[src/rtl/inv_sub_bytes_iter_pkg.sv]
// Shared AES constants, FSM encodings and GF(2^8) helpers for the
// iterative InvSubBytes engine.
package inv_sub_bytes_iter_pkg;

   localparam int AES_BYTE   = 8;
   localparam int AES_DWORD  = 32;
   localparam int AES_LENGTH = 128;
   localparam int AES_NB     = AES_LENGTH / AES_BYTE;

   localparam logic [1:0] S_IDLE = 2'd0;
   localparam logic [1:0] S_BUSY = 2'd1;
   localparam logic [1:0] S_DONE = 2'd2;

   // Multiply in GF(2^8) modulo x^8+x^4+x^3+x+1.
   function automatic logic [7:0] gf_mul(input logic [7:0] a, input logic [7:0] b);
      logic [7:0] p;
      logic [7:0] aa;
      p  = 8'h00;
      aa = a;
      for (int i = 0; i < 8; i++) begin
         if (b[i]) p = p ^ aa;
         aa = {aa[6:0], 1'b0} ^ (aa[7] ? 8'h1b : 8'h00);
      end
      return p;
   endfunction

   // Multiplicative inverse as x^254; maps 0 to 0 as AES requires.
   function automatic logic [7:0] gf_inv(input logic [7:0] x);
      logic [7:0] r;
      logic [7:0] p;
      r = 8'h01;
      p = x;
      for (int i = 1; i < 8; i++) begin
         p = gf_mul(p, p);
         r = gf_mul(r, p);
      end
      return r;
   endfunction

   // Inverse of the SubBytes affine map: rotl1 ^ rotl3 ^ rotl6 ^ 0x05.
   function automatic logic [7:0] inv_affine(input logic [7:0] s);
      return {s[6:0], s[7]} ^ {s[4:0], s[7:5]} ^ {s[1:0], s[7:2]} ^ 8'h05;
   endfunction

endpackage

[src/rtl/inv_sub_bytes_iter_inv_sbox.sv]
// Combinational 8-bit FIPS-197 inverse S-box: undo the affine map, then
// take the field inverse.
module inv_sbox
   import inv_sub_bytes_iter_pkg::*;
(
   input  logic [7:0] a,
   output logic [7:0] y
);

   assign y = gf_inv(inv_affine(a));

endmodule

[src/rtl/inv_sub_bytes_iter.sv]
// Iterative AES InvSubBytes: captures one 128-bit state, substitutes LANES
// bytes per cycle (lowest bytes first), then presents the result until the
// consumer accepts it.
module inv_sub_bytes_iter
   import inv_sub_bytes_iter_pkg::*;
#(
   parameter int BYTE   = AES_BYTE,
   parameter int LENGTH = AES_LENGTH,
   parameter int LANES  = 4
) (
   input  logic              clk,
   input  logic              rst_n,
   input  logic              in_valid,
   output logic              in_ready,
   input  logic [LENGTH-1:0] inpt,
   output logic              out_valid,
   input  logic              out_ready,
   output logic [LENGTH-1:0] oupt
);

   localparam int ITER = LENGTH / (BYTE * LANES);
   localparam int CW   = (ITER > 1) ? $clog2(ITER) : 1;
   localparam int LW   = BYTE * LANES;
   localparam logic [LENGTH-1:0] LMASK = {LENGTH{1'b1}} >> (LENGTH - LW);

   logic [1:0]        state_q, state_d;
   logic [CW-1:0]     count_q, count_d;
   logic [LENGTH-1:0] st_q, st_d;

   logic [LENGTH-1:0] window;
   logic [LENGTH-1:0] lane_ext;
   logic [LW-1:0]     lane_in;
   logic [LW-1:0]     lane_out;

   // Select the LANES bytes addressed by count, and place results back there.
   assign window   = st_q >> (count_q * LW);
   assign lane_in  = window[LW-1:0];
   assign lane_ext = LENGTH'(lane_out);

   for (genvar g = 0; g < LANES; g++) begin : g_lane
      inv_sbox u_sbox (
         .a (lane_in [g*BYTE +: BYTE]),
         .y (lane_out[g*BYTE +: BYTE])
      );
   end

   // Next-state logic: accept in IDLE, substitute one slice per BUSY cycle,
   // hold the result in DONE until the consumer takes it.
   always_comb begin
      state_d = state_q;
      count_d = count_q;
      st_d    = st_q;
      case (state_q)
         S_IDLE: begin
            if (in_valid) begin
               st_d    = inpt;
               count_d = '0;
               state_d = S_BUSY;
            end
         end
         S_BUSY: begin
            st_d = (st_q & ~(LMASK << (count_q * LW))) | (lane_ext << (count_q * LW));
            if (count_q == CW'(ITER - 1)) begin
               count_d = '0;
               state_d = S_DONE;
            end else begin
               count_d = count_q + CW'(1);
            end
         end
         S_DONE: begin
            if (out_ready) state_d = S_IDLE;
         end
         default: state_d = S_IDLE;
      endcase
   end

   // State registers; reset aborts any block in flight.
   always_ff @(posedge clk or negedge rst_n) begin
      if (!rst_n) begin
         state_q <= S_IDLE;
         count_q <= '0;
         st_q    <= '0;
      end else begin
         state_q <= state_d;
         count_q <= count_d;
         st_q    <= st_d;
      end
   end

   assign in_ready  = (state_q == S_IDLE);
   assign out_valid = (state_q == S_DONE);
   // Only expose the state once it is fully substituted.
   assign oupt      = out_valid ? st_q : '0;

endmodule

[config.mk]
export PLATFORM = sky130hd
export DESIGN_NAME = inv_sub_bytes_iter
export DESIGN_NICKNAME = d
export VERILOG_FILES = /design/src/rtl/inv_sub_bytes_iter_pkg.sv /design/src/rtl/inv_sub_bytes_iter_inv_sbox.sv /design/src/rtl/inv_sub_bytes_iter.sv
export SDC_FILE = /design/constraint.sdc
export NUM_CORES = 2
export LEC_CHECK = 0
export CAP_MARGIN = 30
export CORE_MARGIN = 1.5
export CORE_UTILIZATION = 30
export CTS_CLUSTER_SIZE = 28
export DETAILED_ROUTE_END_ITERATION = 12
export HOLD_SLACK_MARGIN = 0.1
export PLACE_DENSITY = 0.59
export SKIP_CTS_REPAIR_TIMING = 1
export SYNTH_ARGS = -nofsm -noshare
export SYNTH_HDL_FRONTEND = slang
export SYNTH_SLANG_ARGS = --single-unit
[constraint.sdc]
create_clock -name clk -period 16.8 [get_ports clk]
set_input_delay 3.36 -clock clk [delete_from_list [all_inputs] [get_ports clk]]
set_output_delay 3.36 -clock clk [all_outputs]
set_load 0.005 [all_outputs]
**Word level (Yosys, flattened, before mapping)**

Index checks and enable logic that the tools add are counted.
W data, S select, Z words.

- $add $sub $neg: 1
- Bitwise logic cells: 771
- Muxes and demuxes: 822
- Reduce and logical (&&, ||, !) cells: 4
- Shifts and indexed selects: 3
- Equal/unequal tests: 6

Operators with widths:

| operator | count |
|---|---|
| $xor A8 B8 Y8 | 736 |
| $mux W8 | 420 |
| $mux W5 | 368 |
| $mux W128 | 2 |
| $pmux W128 S2 | 1 |
| $and A128 B128 Y128 | 1 |
| $not A128 Y128 | 1 |
| $or A128 B128 Y128 | 1 |
| $shl A32 B7 Y128 | 1 |
| $shl A32 B7 Y128 const A | 1 |
| $shr A128 B7 Y32 | 1 |
| $mux W7 | 4 |
| $not A1 Y1 const A | 28 |
| $mux W6 | 4 |
| $mux W2 | 9 |
| $mux W4 | 4 |
| $mux W3 | 4 |
| $not A2 Y2 | 4 |
| $pmux W2 S3 | 1 |
| $eq A2 B2 Y1 const B | 2 |
| $mux W1 | 4 |
| $ne A2 B2 Y1 const B | 2 |
| $pmux W2 S2 | 1 |
| $reduce_and A3 Y1 | 1 |
| other kinds (6) | 6 |

- Bits in registers: 132
- Word-level logic and storage cells: 1610
- Input port bits: 132
- Output and inout bits: 130

**Longest topological paths before layout**

- Word-level depth: 133
- Gate-level depth with buffers: 73
- Depth with buffers taken out: 62

**By module**

From an unflattened synthesis, not the netlist that was laid out.

- Cell total of the unflattened synthesis: 9397
- Area total of the unflattened synthesis: 69854.5 µm²

Modules (own cells, without submodules):

| module | cells each | times used | area an instance (µm²) |
|---|---|---|---|
| inv_sbox | 2149 | 4 | 15462.3 |
| inv_sub_bytes_iter | 801 | 1 | 8005.2 |

**Worst setup path before layout**

OpenSTA, ideal clock, no wires.

- Kind: reg2reg
- From: reg count_q[0]
- To: reg st_q[1]
- Setup time: 126 ps
- Arrival time: 15866 ps
- Cell stages (with the launch flop): 67
- Setup slack: 808 ps
- Path buffers: 12
- Path through: dfrtp_1 buf_6 buf_12 buf_12 mux4_2 buf_2 xor3_1 buf_2 ha_1 nand2_1 xnor2_1 inv_1 buf_2 clkbuf_1 ha_1 clkbuf_1 xnor3_1 xnor2_1 (+31 left out) buf_2 a2111oi_0 a21oi_1 o21ba_2 xnor2_1 a22o_1 a221oi_1 a31oi_1 nor3_1 xnor2_4 xnor3_2 xnor2_4 mux2_4 a211oi_2 xnor2_1 xnor2_1 nor3_1 a221o_1

- Word-level cells in the longest chain between the ends: 131
- Elaborated cells between the ends (all ways): 395
- Those cells by class: 3 x shift; 204 x mux; 188 x bitwise

Ends and longest elaborated chain:

| what | RTL line | text |
|---|---|---|
| start: declaration | inv_sub_bytes_iter.sv:27 | `logic [CW-1:0] count_q, count_d;` |
| start signal: assignment | inv_sub_bytes_iter.sv:85 | `count_q <= count_d;` |
| $shr A128 B7 Y32 | inv_sub_bytes_iter.sv:36 | `assign window = st_q >> (count_q * LW);` |
| $xor A8 B8 Y8 (2 in series) | inv_sub_bytes_iter_pkg.sv:42 | `return {s[6:0], s[7]} ^ {s[4:0], s[7:5]} ^ {s[1:0], s[7:2]} ^ 8'h05;` |
| $not A2 Y2 (no source line) | - |  |
| $mux W8 | inv_sub_bytes_iter_pkg.sv:21 | `if (b[i]) p = p ^ aa;` |
| $xor A8 B8 Y8 | inv_sub_bytes_iter_pkg.sv:21 |  |
| $mux W8 | inv_sub_bytes_iter_pkg.sv:21 |  |
| $xor A8 B8 Y8 | inv_sub_bytes_iter_pkg.sv:21 |  |
| $mux W8 | inv_sub_bytes_iter_pkg.sv:21 |  |
| (+114 left out) | - |  |
| $mux W8 | inv_sub_bytes_iter_pkg.sv:21 |  |
| $xor A8 B8 Y8 | inv_sub_bytes_iter_pkg.sv:21 |  |
| $mux W8 | inv_sub_bytes_iter_pkg.sv:21 |  |
| $xor A8 B8 Y8 | inv_sub_bytes_iter_pkg.sv:21 |  |
| $mux W8 | inv_sub_bytes_iter_pkg.sv:21 |  |
| $shl A32 B7 Y128 | inv_sub_bytes_iter.sv:62 | `st_d = (st_q & ~(LMASK << (count_q * LW))) \| (lane_ext << (count_q * LW));` |
| $or A128 B128 Y128 * | inv_sub_bytes_iter.sv:62 |  |
| $pmux W128 S2 * | inv_sub_bytes_iter.sv:53 | `case (state_q)` |
| end signal: assignment | inv_sub_bytes_iter.sv:86 | `st_q <= st_d;` |
| end: declaration | inv_sub_bytes_iter.sv:28 | `logic [LENGTH-1:0] st_q, st_d;` |

Mark *: on every way between the ends. The rest lies on a longest branch, timed or not.
A chain may end at the register's enable or synchronous reset.

**Final worst setup path**

- From: reg count_q[0]
- To: reg st_q[65]

The elaborated chain is that of the path after synthesis.

==> out/metrics.cfg <==
[status]
status=complete, no violations

[clock_tree]
cts_tree=done
clock_latency_ns=0.52
clock-sinks=132
cts_root_buf=clkbuf_16
numCtsBuffers=17
ctsHtreeMaxLevel=4
clk_pin_slew_ns=0.08
cts_buffer_depth=2

[yosys]
synth_top_area_share_pct=19.97
synth_warnings=0
synth.avg_cell_area_um2=7.678
syn_nets=9033
syn_inst=8869
ys.flop_type=dfrtp_1
async_flop_share_pct=100.0
yosys.area.top_type=xnor2_1
synthTopCellsByArea=xnor2_1 (20%), nor2_1 (7.0%), xnor3_1 (6.3%)
seq_area_frac_synth_pct=4.851
synth-seq-cells=132
synth_edf_count=0
ys_types=147
synth_area_um2=68100

[drt]
drt_iter0_drc=6889
drcViolationCount=0
routed_wl_um=236500
vias_per_cell=5.482
vias=66450
firstDrtPassIters=9
wl_per_cell_um=19.51
ant_nets=0

[finish]
multi_input_area_um2=62720
layout.nets=9275
area_delta_synth_final_pct=14.72
layout-drive-gt1-share_pct=15.54
regArea_um2=3308
nFillCells=23490
final_cell_count_no_fill=12120

[die]
die_area_um2=229900
start_util_pct=30.22
io_pins=262
core_um2=225300
rows=174
die_h_um=479.4
die_x_um=479.4

[placed_design]
dpl.cell_count=11990
port_buffers=261
place_ws_ns=-0.6356
hpwl_um=175900
gp_congestion=0.9402

[sta]
setup_ws_ns=0.7187
setup_viol=0
tns_ns=0
slew_viol_final=0
min_period_ns=16.08
clock_skew_ns=0.02416
fin_crit_sh_pct=95.72
worst_pin_slew_ns=1.051
slew_headroom_pct=29.46
hold_violations=0
fmax_ghz=0.06218

[grt]
grt_remaining_overflow=0
grt_pass1_vias=62780
grt_usage_pct=19.55
grt_pass1_wl_um=367700
antenna_found_initial=14
grt_max_degree=81

[critical_path]
critPathBufInv=9
cp.arrival_ns=16.48
crit_path_max_fanout=14
max_stage_delay_ns=0.63
critical-path-top-delay-family=XOR/XNOR gates
start_kind=flip-flop
crit_top_cell=xnor2_1
slowest_stage=xnor3_2
crit_path_end_kind=flip-flop
cp_data_required_time_ns=17.20
path_class=reg2reg

[min_path]
hold_path.class=reg2reg

[job]
max_cap_violations=0

cells by family (layout without fill, tap and decap cells):
kind of cell             count (synthesis)  in the layout  share of synthesized area [%]
AND/OR/NAND/NOR                       3092           3092                          20.55
flip-flops                             132            132                          4.851
adder cells (fa/ha/maj)                 36             36                         0.6467
buffers and inverters                  757           1012                          5.769
AO/OA/AOI/OAI                         1992           1992                          19.60
multiplexers                           290            290                          5.159
XOR/XNOR                              2570           2570                          43.42
other                                    0              5                              0
sequential cells by signal, indices dropped and copies added, names as in the netlist:
name / count
st_q: 128
state_q: 2
count_q: 2
worst paths after layout:
check                            from  endpoint  slack (ns)  cells past startpoint
max                        count_q[0]  st_q[65]        0.72                     60
min                          st_q[62]  st_q[62]        0.53                      2
max reg2reg                count_q[0]  st_q[65]        0.72                     60
min reg2reg                  st_q[62]  st_q[62]        0.53                      2
max in group asynchronous       rst_n   st_q[7]       12.65                      2
min in group asynchronous       rst_n  st_q[54]        2.89                      1
tightest hold or removal path, stage by stage, from the launching register on:
cell	delay, ns
dfrtp_1	0.36
a22oi_1	0.07
o31ai_1	0.07
Yosys cell counts (36+ instances only):
| library cell | number |
|---|---|
| nor3_1 | 226 |
| dfrtp_1 | 132 |
| a221oi_1 | 38 |
| a31oi_1 | 59 |
| nand2b_1 | 64 |
| o31ai_1 | 54 |
| a22oi_1 | 124 |
| xor2_2 | 50 |
| inv_1 | 103 |
| buf_2 | 139 |
| mux2i_1 | 195 |
| o21ai_1 | 95 |
| a21oi_1 | 498 |
| o211ai_1 | 78 |
| o22ai_1 | 119 |
| xor2_1 | 451 |
| a311oi_1 | 39 |
| or3_1 | 63 |
| nor2b_1 | 57 |
| nand2_1 | 749 |
| and2_1 | 187 |
| nor2_1 | 1270 |
| a21o_1 | 38 |
| xnor2_2 | 160 |
| xnor2_1 | 1553 |
| nand4_1 | 37 |
| o21ai_0 | 329 |
| xnor3_1 | 191 |
| mux2_2 | 43 |
| clkbuf_1 | 332 |
| and3_1 | 58 |
| xnor2_4 | 77 |
| clkbuf_8 | 47 |
| buf_1 | 36 |
| a211oi_1 | 93 |
| nand3_1 | 188 |
stage by stage:
| step | cell area, um^2 | utilization (%) | hold WS, ns |
|---|---|---|---|
| floorplan | 68100 | - | 0.4649 |
| CTS | 75890 | 33.68 | 0.5260 |
| global route | 78120 | 34.67 | 0.5565 |
| detailed placement | 75280 | 33.41 | 0.5080 |
| finish | 78120 | 34.67 | 0.5313 |
| global placement | 75060 | 33.31 | 0.5038 |
layout by cell type, fill, tap and decap left out, drive strengths merged, types with 100 or more instances in the layout:
cell,netlist,final
nand2,764,764
nor2,1290,1290
mux2i,198,198
and2,189,189
a21oi,504,504
inv,123,131
a211oi,100,100
nor3,230,230
dfrtp,132,132
xor2,513,513
o21ai,427,427
o22ai,122,122
nand3,188,188
xnor3,230,230
buf,239,586
clkdlybuf4s50,1,260
a22oi,125,125
xnor2,1790,1790
per-layer routing:
layer	track usage, %	wire length, um
met1	26.33	102700
met2	32.60	112400
met3	1.503	13240
met4	7.003	8055
met5	0	7
area by class of cell:
class	instances	area share (%)
multi-input combinational	7980	80.28
timing repair buffer	846	9.231
tap	2992	4.792
sequential	132	4.235
inverter	134	0.6614
clock buffer	17	0.5445
clock inverter	15	0.2402
antenna	5	0.01602
Power is left out: the tool's default activity adds up to more than one toggle a clock period on the data nets, which glitch-free logic cannot reach.
